**src/rtl/store_merge_unit.sv**
```systemverilog
// Store merge unit: takes sb/sh/sw requests from execute and writes full words to data RAM,
// read-modify-writing the containing word for sub-word stores.
module store_merge_unit #(
    parameter int unsigned ADDR_W = 14,
    parameter int unsigned RD_LAT = 1
) (
    input  logic              clk,
    input  logic              rst,
    input  logic              req_valid,
    output logic              req_ready,
    input  logic [2:0]        req_funct3,
    input  logic [31:0]       req_addr,
    input  logic [31:0]       req_data,
    output logic [ADDR_W-1:0] mem_addr,
    output logic              mem_rd_en,
    input  logic [31:0]       mem_rdata,
    output logic              mem_we,
    output logic [31:0]       mem_wdata,
    output logic              done,
    output logic              err
);

    localparam int unsigned CNT_W = (RD_LAT > 1) ? $clog2(RD_LAT) : 1;

    localparam logic [1:0] S_IDLE  = 2'd0;
    localparam logic [1:0] S_READ  = 2'd1;
    localparam logic [1:0] S_WAIT  = 2'd2;
    localparam logic [1:0] S_WRITE = 2'd3;

    localparam logic [2:0] F3_SB = 3'b000;
    localparam logic [2:0] F3_SH = 3'b001;
    localparam logic [2:0] F3_SW = 3'b010;

    logic [1:0]        state_q, state_d;
    logic [CNT_W-1:0]  cnt_q, cnt_d;
    logic [2:0]        f3_q, f3_d;
    logic [1:0]        off_q, off_d;
    logic [15:0]       data_q, data_d;
    logic [ADDR_W-1:0] addr_q, addr_d;
    logic [31:0]       wdata_q, wdata_d;
    logic              ready_q, ready_d;
    logic              rd_en_q, rd_en_d;
    logic              we_q, we_d;
    logic              done_q, done_d;
    logic              err_q, err_d;

    logic              accept_c;
    logic              bad_c;
    logic [31:0]       merged_c;

    // Address bits above the memory size wrap and are intentionally dropped.
    logic              unused_addr_hi_c;
    assign unused_addr_hi_c = ^req_addr[31:ADDR_W+2];

    assign accept_c = req_valid && ready_q;

    always_comb begin
        bad_c = 1'b1;
        case (req_funct3)
            F3_SB:   bad_c = 1'b0;
            F3_SH:   bad_c = req_addr[0];
            F3_SW:   bad_c = (req_addr[1:0] != 2'b00);
            default: bad_c = 1'b1;
        endcase
    end

    // Splice the latched store lane into the word read back from memory.
    always_comb begin
        merged_c = mem_rdata;
        if (f3_q == F3_SB) begin
            merged_c[{off_q, 3'b000} +: 8] = data_q[7:0];
        end else begin
            merged_c[{off_q[1], 4'b0000} +: 16] = data_q;
        end
    end

    always_comb begin
        state_d = state_q;
        cnt_d   = cnt_q;
        f3_d    = f3_q;
        off_d   = off_q;
        data_d  = data_q;
        addr_d  = addr_q;
        wdata_d = wdata_q;
        rd_en_d = 1'b0;
        we_d    = 1'b0;
        done_d  = 1'b0;
        err_d   = 1'b0;

        case (state_q)
            S_IDLE: begin
                if (accept_c) begin
                    if (bad_c) begin
                        err_d = 1'b1;
                    end else begin
                        f3_d   = req_funct3;
                        off_d  = req_addr[1:0];
                        data_d = req_data[15:0];
                        addr_d = req_addr[ADDR_W+1:2];
                        if (req_funct3 == F3_SW) begin
                            wdata_d = req_data;
                            we_d    = 1'b1;
                            state_d = S_WRITE;
                        end else begin
                            rd_en_d = 1'b1;
                            state_d = S_READ;
                        end
                    end
                end
            end
            S_READ: begin
                cnt_d   = '0;
                state_d = S_WAIT;
            end
            S_WAIT: begin
                if (cnt_q == CNT_W'(RD_LAT - 1)) begin
                    wdata_d = merged_c;
                    we_d    = 1'b1;
                    state_d = S_WRITE;
                end else begin
                    cnt_d = cnt_q + CNT_W'(1);
                end
            end
            S_WRITE: begin
                done_d  = 1'b1;
                state_d = S_IDLE;
            end
            default: state_d = S_IDLE;
        endcase

        ready_d = (state_d == S_IDLE);
    end

    always_ff @(posedge clk) begin
        if (rst) begin
            state_q <= S_IDLE;
            cnt_q   <= '0;
            f3_q    <= '0;
            off_q   <= '0;
            data_q  <= '0;
            addr_q  <= '0;
            wdata_q <= '0;
            ready_q <= 1'b1;
            rd_en_q <= 1'b0;
            we_q    <= 1'b0;
            done_q  <= 1'b0;
            err_q   <= 1'b0;
        end else begin
            state_q <= state_d;
            cnt_q   <= cnt_d;
            f3_q    <= f3_d;
            off_q   <= off_d;
            data_q  <= data_d;
            addr_q  <= addr_d;
            wdata_q <= wdata_d;
            ready_q <= ready_d;
            rd_en_q <= rd_en_d;
            we_q    <= we_d;
            done_q  <= done_d;
            err_q   <= err_d;
        end
    end

    assign req_ready = ready_q;
    assign mem_addr  = addr_q;
    assign mem_rd_en = rd_en_q;
    assign mem_we    = we_q;
    assign mem_wdata = wdata_q;
    assign done      = done_q;
    assign err       = err_q;

endmodule
```
**config.mk**
```make
export PLATFORM = sky130hd
export DESIGN_NAME = store_merge_unit
export DESIGN_NICKNAME = d
export VERILOG_FILES = /design/src/rtl/store_merge_unit.sv
export SDC_FILE = /design/constraint.sdc
export NUM_CORES = 1
export LEC_CHECK = 0
export BUFFER_PORTS_ARGS = -buffer_cell sky130_fd_sc_hd__buf_2
export CAP_MARGIN = 20
export CORE_AREA = 2 2 97 99
export DETAILED_ROUTE_END_ITERATION = 8
export DIE_AREA = 0 0 99 101
export PLACE_DENSITY = 0.76
export SLEW_MARGIN = 10
export SYNTH_ARGS = -nofsm -noshare
export SYNTH_HDL_FRONTEND = slang
export SYNTH_SLANG_ARGS = --single-unit
```
**constraint.sdc**
```tcl
create_clock -name clk -period 2.94 [get_ports clk]
set_input_delay 0.588 -clock clk [delete_from_list [all_inputs] [get_ports clk]]
set_output_delay 0.588 -clock clk [all_outputs]
set_load 0.01 [all_outputs]
```
==> summary.txt, run 1 <==
Worst slew margin = 0.329
Routed Antenna Nets = 0
routing usage on met1 = 0.318
largest net degree at the start of global routing = 75
clock tree buffer depth = 2
total gr overflow = 0
Cells after Synth = 509
Worst Setup End Kind = flop
DRT iter0 DRCs = 314
post-synthesis simple-gate area fraction = 0.200
IO buf count = 136
fin nets = 733
H-tree levels = 3
FF-to-FF End = mem_wdata[8]
hold bufs inserted after CTS = 0
Root Driver = clkbuf_8
final hold vios = 0
Crit Path Class = reg2reg
Global Route Usage Sum = 0.245
Hold Path Class = reg2reg
post-synthesis sequential area ratio = 0.334
initial antenna violation count = 0
Area Growth Syn to Fin = 20.3%
CP Launch Point = off_q[0]
Synth Area in Compound Gates = 0.283
post-route cell area = 5340 um2
reg2reg path depth = 6
Worst R2R Setup Slack = 0.62 ns
Die X = 99 um
Final period util = 0.788
commonest non-fill, non-tap cell in the layout = buf_2
Synth Area in Adders = 0.0225
core area = 8980 um2
final setup TNS = 0 ns
final hold slack = 0.458 ns
Initial Utilization = 0.495
Slew Limit Fails = 0
post-CTS resize count = 0
post-synthesis mux area share = 0.0721
final critical-path required period = 2.32 ns
most frequent cells in the layout = 136 x buf_2, 77 x nand2_1, 73 x dfxtp_1
total of warnings raised by yosys = 0
GPL Wtd Cong = 0.792
syn_nets = 619
Reg clk slew, reported paths = 0.08 ns
HPWL after detailed placement = 8.49 mm
Worst VDD drop = 609 uV
CTS sink cnt = 74
share of cells above drive strength 1 = 0.358
first-pass GRT wire length = 19.9 mm
CTS tree = yes
final cell count without fillers = 739
Worst Path Max Fanout = 16
Syn Area/Cell = 8.73 um2
Clk Latency, worst-skew pair = 0.34 ns
Max Clk Rate = 432 MHz
Yosys reg bits = 74
worst path arrival time = 2.58 ns
max cap viols = 0
Distinct cells, synth = 37
Power Density = 657 nW/um2
status = complete, no violations
CTS Buf Count = 9
DR WL/cell = 17.0 um
Setup crit end = mem_wdata[8]
Synth Area in XOR/XNOR = 0
Post-CTS Setup Bufs = 0
Worst EP required = 3.20 ns
DRC viols = 0
Die Area = 10000 um2
Startpoint Class = flop
vias per std cell = 5.82
drt first pass iters = 6
largest family of logic cells by synthesized area = compound AO/OA/AOI/OAI gates
Synth Cell Area = 4440 um2
Post-Route Skew = 0.00901 ns
# placed instances = 722
routing usage on met2 = 0.399
antenna diode count = 0
GR peak layer = met2
row cnt = 35
Placed Area = 5100 um2
Static Leakage = 0.00220 uW
final number of setup-violating endpoints = 0
worst slew pin tran = 1.00 ns
WL final = 12.5 mm
RR Startpoint = off_q[0]
die height = 101 um
met3 Usage GRT = 0.0541
vias in the first global route = 4012
RSZ-0062 raised after global routing = no
via count = 4300
io pins = 153
[worst min-delay path by stage]
stage	from	endpoint	slack (ns)	depth (start not counted)
after CTS	mem_addr[1]	mem_addr[1]	0.46	2
after floorplan	data_q[10]	data_q[10]	0.45	2
after global routing	req_addr[14]	mem_addr[12]	0.47	3
after detailed placement	mem_addr[7]	mem_addr[7]	0.45	2
final	mem_addr[11]	mem_addr[11]	0.46	2
after global placement	mem_addr[5]	mem_addr[5]	0.44	2
[final cells by class]
class                      instances  area, um2
clock buffer                      11        141
inverter                          30        113
multi-input combinational        359       2580
tap                              111        139
fill                             825       3630
timing repair buffer             149        811
sequential                        74       1480
clock inverter                     5       77.6
[synthesized netlist by cell type]
master | number | area [um2]
buf_6 | 9 | 101
o221ai_2 | 8 | 120
nand4bb_1 | 1 | 11.3
nor4_1 | 1 | 6.26
or4b_4 | 1 | 13.8
nor3_2 | 16 | 160
clkbuf_1 | 13 | 48.8
o31ai_1 | 1 | 7.51
nor3b_2 | 1 | 12.5
nor2b_1 | 18 | 113
a21oi_1 | 69 | 345
mux2i_1 | 32 | 320
o221ai_1 | 8 | 70.1
a221oi_2 | 30 | 450
a2bb2oi_2 | 1 | 15.0
a221o_1 | 1 | 10.0
a311oi_1 | 1 | 8.76
nor2_1 | 35 | 131
and2_1 | 1 | 6.26
nand4b_1 | 1 | 8.76
nor3b_1 | 2 | 15.0
a21oi_4 | 1 | 16.3
nand2_1 | 77 | 289
a21o_1 | 2 | 15.0
inv_1 | 30 | 113
buf_1 | 4 | 15.0
dfxtp_1 | 74 | 1480
a311o_1 | 16 | 160
ha_1 | 8 | 100
or3_1 | 2 | 12.5
nor3_1 | 20 | 100
a221oi_1 | 2 | 17.5
a211o_1 | 1 | 8.76
o22ai_2 | 1 | 12.5
buf_4 | 6 | 45.0
buf_2 | 14 | 70.1
or4b_1 | 1 | 10.0
[layer usage]
metal,part of all wire,vias up,wire [um]
met5,0,-,0
met4,0.024,0,298
met3,0.076,23,946
met2,0.48,181,5970
met1,0.42,2036,5320
li1,-,2060,-
[where the power goes]
part / leakage (uW) / switching [uW] / internal, uW / total [uW]
Sequential: 0.000601 / 91.9 / 1150 / 1240
Clock: 0.000109 / 397 / 499 / 896
Combinational: 0.00149 / 869 / 505 / 1370
Total: 0.00220 / 1360 / 2150 / 3510
[flip-flops by register name (all words and copies together) (netlist names), 2 cells and up]
| signal | cells |
|---|---|
| mem_wdata | 32 |
| data_q | 16 |
| mem_addr | 14 |
| f3_q | 3 |
| off_q | 2 |
| state_q | 2 |
[critical path, cell delays in order, from the launching register on]
cell	delay, ns
dfxtp_1	0.34
inv_1	0.08
ha_1	0.36
nor3b_2	0.86
a311o_1	0.33
a221oi_2	0.08
nor3_1	0.19
[cell families after synthesis]
logic type	count (synthesis)
buffers and inverters	76
DFF	74
adders and majority gates	8
AOI/OAI and AO/OA	142
muxes	32
and+or+nand+nor	177
[through the flow]
stage               setup WS [ns]   util  power [uW]
finish                      0.624  0.595        3510
global route                0.392  0.595        3720
CTS                         0.563  0.592        3510
detailed placement          0.558  0.568        2620
global placement            0.669  0.568        2570
floorplan                   0.662      -        2250
Power figures use the tool's default switching activity.
==> inputs of run 2 (changes only) <==
Settings changed: ABC_AREA from default to 1, CORE_AREA 2 2 97 99 to 2 2 98 100, DIE_AREA 0 0 99 101 to 0 0 100 102, PLACE_DENSITY 0.76 to 0.78.
Clock period 2.94 ns to 2.3 ns, I/O delays scaled along.
==> summary.txt, run 2 <==
status = complete, no violations
post-layout util = 0.615
Yosys reg bits = 74
Root Driver = clkbuf_8
most frequent cells in the layout = 265 x nand2_1, 136 x buf_2, 131 x nor2_1
Worst Path Max Fanout = 12
net switching power figure = 934 uW
most frequent CP cell = nand2_1
Crit Path Class = reg2reg
filler cell count = 951
fin nets = 1007
post-synthesis mux area share = 0
Comb power frac = 0.205
Post-CTS Setup Bufs = 0
CTS Buf Count = 9
post-synthesis sequential area ratio = 0.317
total gr overflow = 0
total of warnings raised by yosys = 0
Synth Area in Adders = 0.0214
cell with the most instances after synthesis = nand2_1
worst path arrival time = 2.32 ns
largest family of logic cells by synthesized area = simple AND/OR/NAND/NOR gates
final hold vios = 0
Max Clk Rate = 495 MHz
Reg clk slew, reported paths = 0.08 ns
Post-Route Skew = 0.00768 ns
Synth async-reset ratio = 0
most instantiated cells after synthesis = 265 x nand2_1, 131 x nor2_1, 90 x nand3_1, 74 x dfxtp_1, 50 x inv_1
drt first pass iters = 5
worst slew pin tran = 0.632 ns
Distinct cells, synth = 25
Synth area leader = dfxtp_1
Synth Cell Area = 4670 um2
initial antenna violation count = 0
GPL Wtd Cong = 0.906
Slew Limit Fails = 0
Syn Area/Cell = 6.00 um2
DRC viols = 0
IO buf count = 136
Worst VDD drop = 405 uV
CTS sink cnt = 74
Hold Path Class = in2reg
crit path cell chain = inv_2 -> ha_1 -> nand2_1 -> nor2_1 -> nand2_1 -> nand2_1 -> nand3_1 -> nand2_1 -> nor2_1 -> nor2_1
max cap viols = 0
max incr delay on CP = 0.45 ns
top-area cell type share of the netlist area = 0.317
CTS tree = yes
WL final = 13.5 mm
Global Route Usage Sum = 0.270
final setup TNS = 0 ns
Cells after Synth = 779
max reg flops = 32
Static Leakage = 0.00300 uW
Hold Path Sink = mem_addr[13]
Clock Power Share = 0.348
vias in the first global route = 4645
Pint = 2090 uW
Net Sw Frac = 0.309
Die Area = 10200 um2
die height = 102 um
Worst R2R Setup Slack = 0.28 ns
H-tree levels = 3
post-synthesis simple-gate area fraction = 0.486
sequential share of power = 0.447
RSZ-0062 raised after global routing = no
Clk Latency, worst-skew pair = 0.36 ns
clock tree buffer depth = 2
Synth Area in XOR/XNOR = 0
Routed Antenna Nets = 0
Overall Power = 3030 uW
io pins = 153
row cnt = 35
Initial Utilization = 0.513
hold bufs inserted after CTS = 0
reg2reg path depth = 10
HPWL after detailed placement = 9.72 mm
HP Start = req_addr[15]
final number of setup-violating endpoints = 0
Worst Setup End Kind = flop
RR Startpoint = off_q[0]
vias per std cell = 5.09
EDFF count, synth = 0
share of cells above drive strength 1 = 0.203
commonest non-fill, non-tap cell in the layout = nand2_1
final critical-path required period = 2.02 ns
Worst EP required = 2.60 ns
Worst slew margin = 0.577
top post-synthesis cells by area = dfxtp_1 32%, nand2_1 21%, nor2_1 11%, nand3_1 9.6%, nand3b_1 5.1%
Final period util = 0.878
FF-to-FF End = mem_wdata[13]
first-pass GRT wire length = 22.0 mm
WHS Path Cells = 3
Synth Area in Compound Gates = 0.0717
via count = 5162
syn_nets = 889
critical path's slowest cell = dfxtp_1
Startpoint Class = flop
Die X = 100 um
Power Density = 540 nW/um2
most common flop cell mapped by yosys = dfxtp_1
post-CTS resize count = 0
core area = 9110 um2
DRT iter0 DRCs = 356
Area Growth Syn to Fin = 19.8%
largest net degree at the start of global routing = 36
DR WL/cell = 13.4 um
run 2: cell type report:
| type | instances | area, um2 | share of cell area |
|---|---|---|---|
| timing repair buffer | 155 | 848 | 0.151 |
| sequential | 74 | 1480 | 0.264 |
| antenna | 1 | 2.50 | 0.000447 |
| clock inverter | 5 | 62.6 | 0.0112 |
| tap | 111 | 139 | 0.0248 |
| multi-input combinational | 598 | 2710 | 0.483 |
| inverter | 59 | 221 | 0.0395 |
| clock buffer | 11 | 141 | 0.0252 |
run 2: how the worst max path moves through the flow:
stage | startpoint | to | slack, ns
after detailed placement | req_funct3[2] | mem_wdata[14] | 0.33
after global routing | off_q[1] | mem_wdata[15] | 0.09
after CTS | off_q[0] | mem_wdata[13] | 0.32
final | off_q[0] | mem_wdata[13] | 0.28
after global placement | req_funct3[2] | mem_wdata[14] | 0.36
after floorplan | off_q[1] | mem_wdata[12] | 0.36
run 2: critical path: cells and delay by family (launching register included):
kind / cells / cell delay (ns)
flip-flops: 1 / 0.45
adder cells (fa/ha/maj): 1 / 0.35
AND/OR/NAND/NOR: 8 / 1.01
buffers and inverters: 1 / 0.15
run 2: cell families after synthesis:
family	Yosys count
flip-flops	74
adder cells (fa/ha/maj)	8
AO/OA/AOI/OAI	63
buffers and inverters	107
AND/OR/NAND/NOR	527
run 2: layer usage:
metal / vias up / wire, um / GRT usage
met4: 0 / 287 / 0.0832
met2: 181 / 6250 / 0.449
met5: - / 0 / 0
li1: 2690 / - / -
met3: 13 / 1130 / 0.0650
met1: 2278 / 5880 / 0.349
run 2: power groups by stage:
stage / Sequential, uW / Combinational (uW) / Clock, uW
after floorplan: 1390 / 400 / 0
after global placement: 1380 / 609 / 0
after detailed placement: 1380 / 614 / 0
after CTS: 1350 / 619 / 1070
after global routing: 1360 / 702 / 1120
final: 1350 / 620 / 1050
run 2: stage by stage:
step | instance area, um2 | cells | setup WS [ns] | hold slack (ns)
after CTS | 5600 | 1013 | 0.321 | 0.358
after floorplan | 4670 | 779 | 0.358 | 0.430
final | 5600 | 1014 | 0.281 | 0.363
after detailed placement | 5400 | 997 | 0.332 | 0.449
after global placement | 5400 | 997 | 0.356 | 0.441
after global routing | 5600 | 1013 | 0.0853 | 0.363
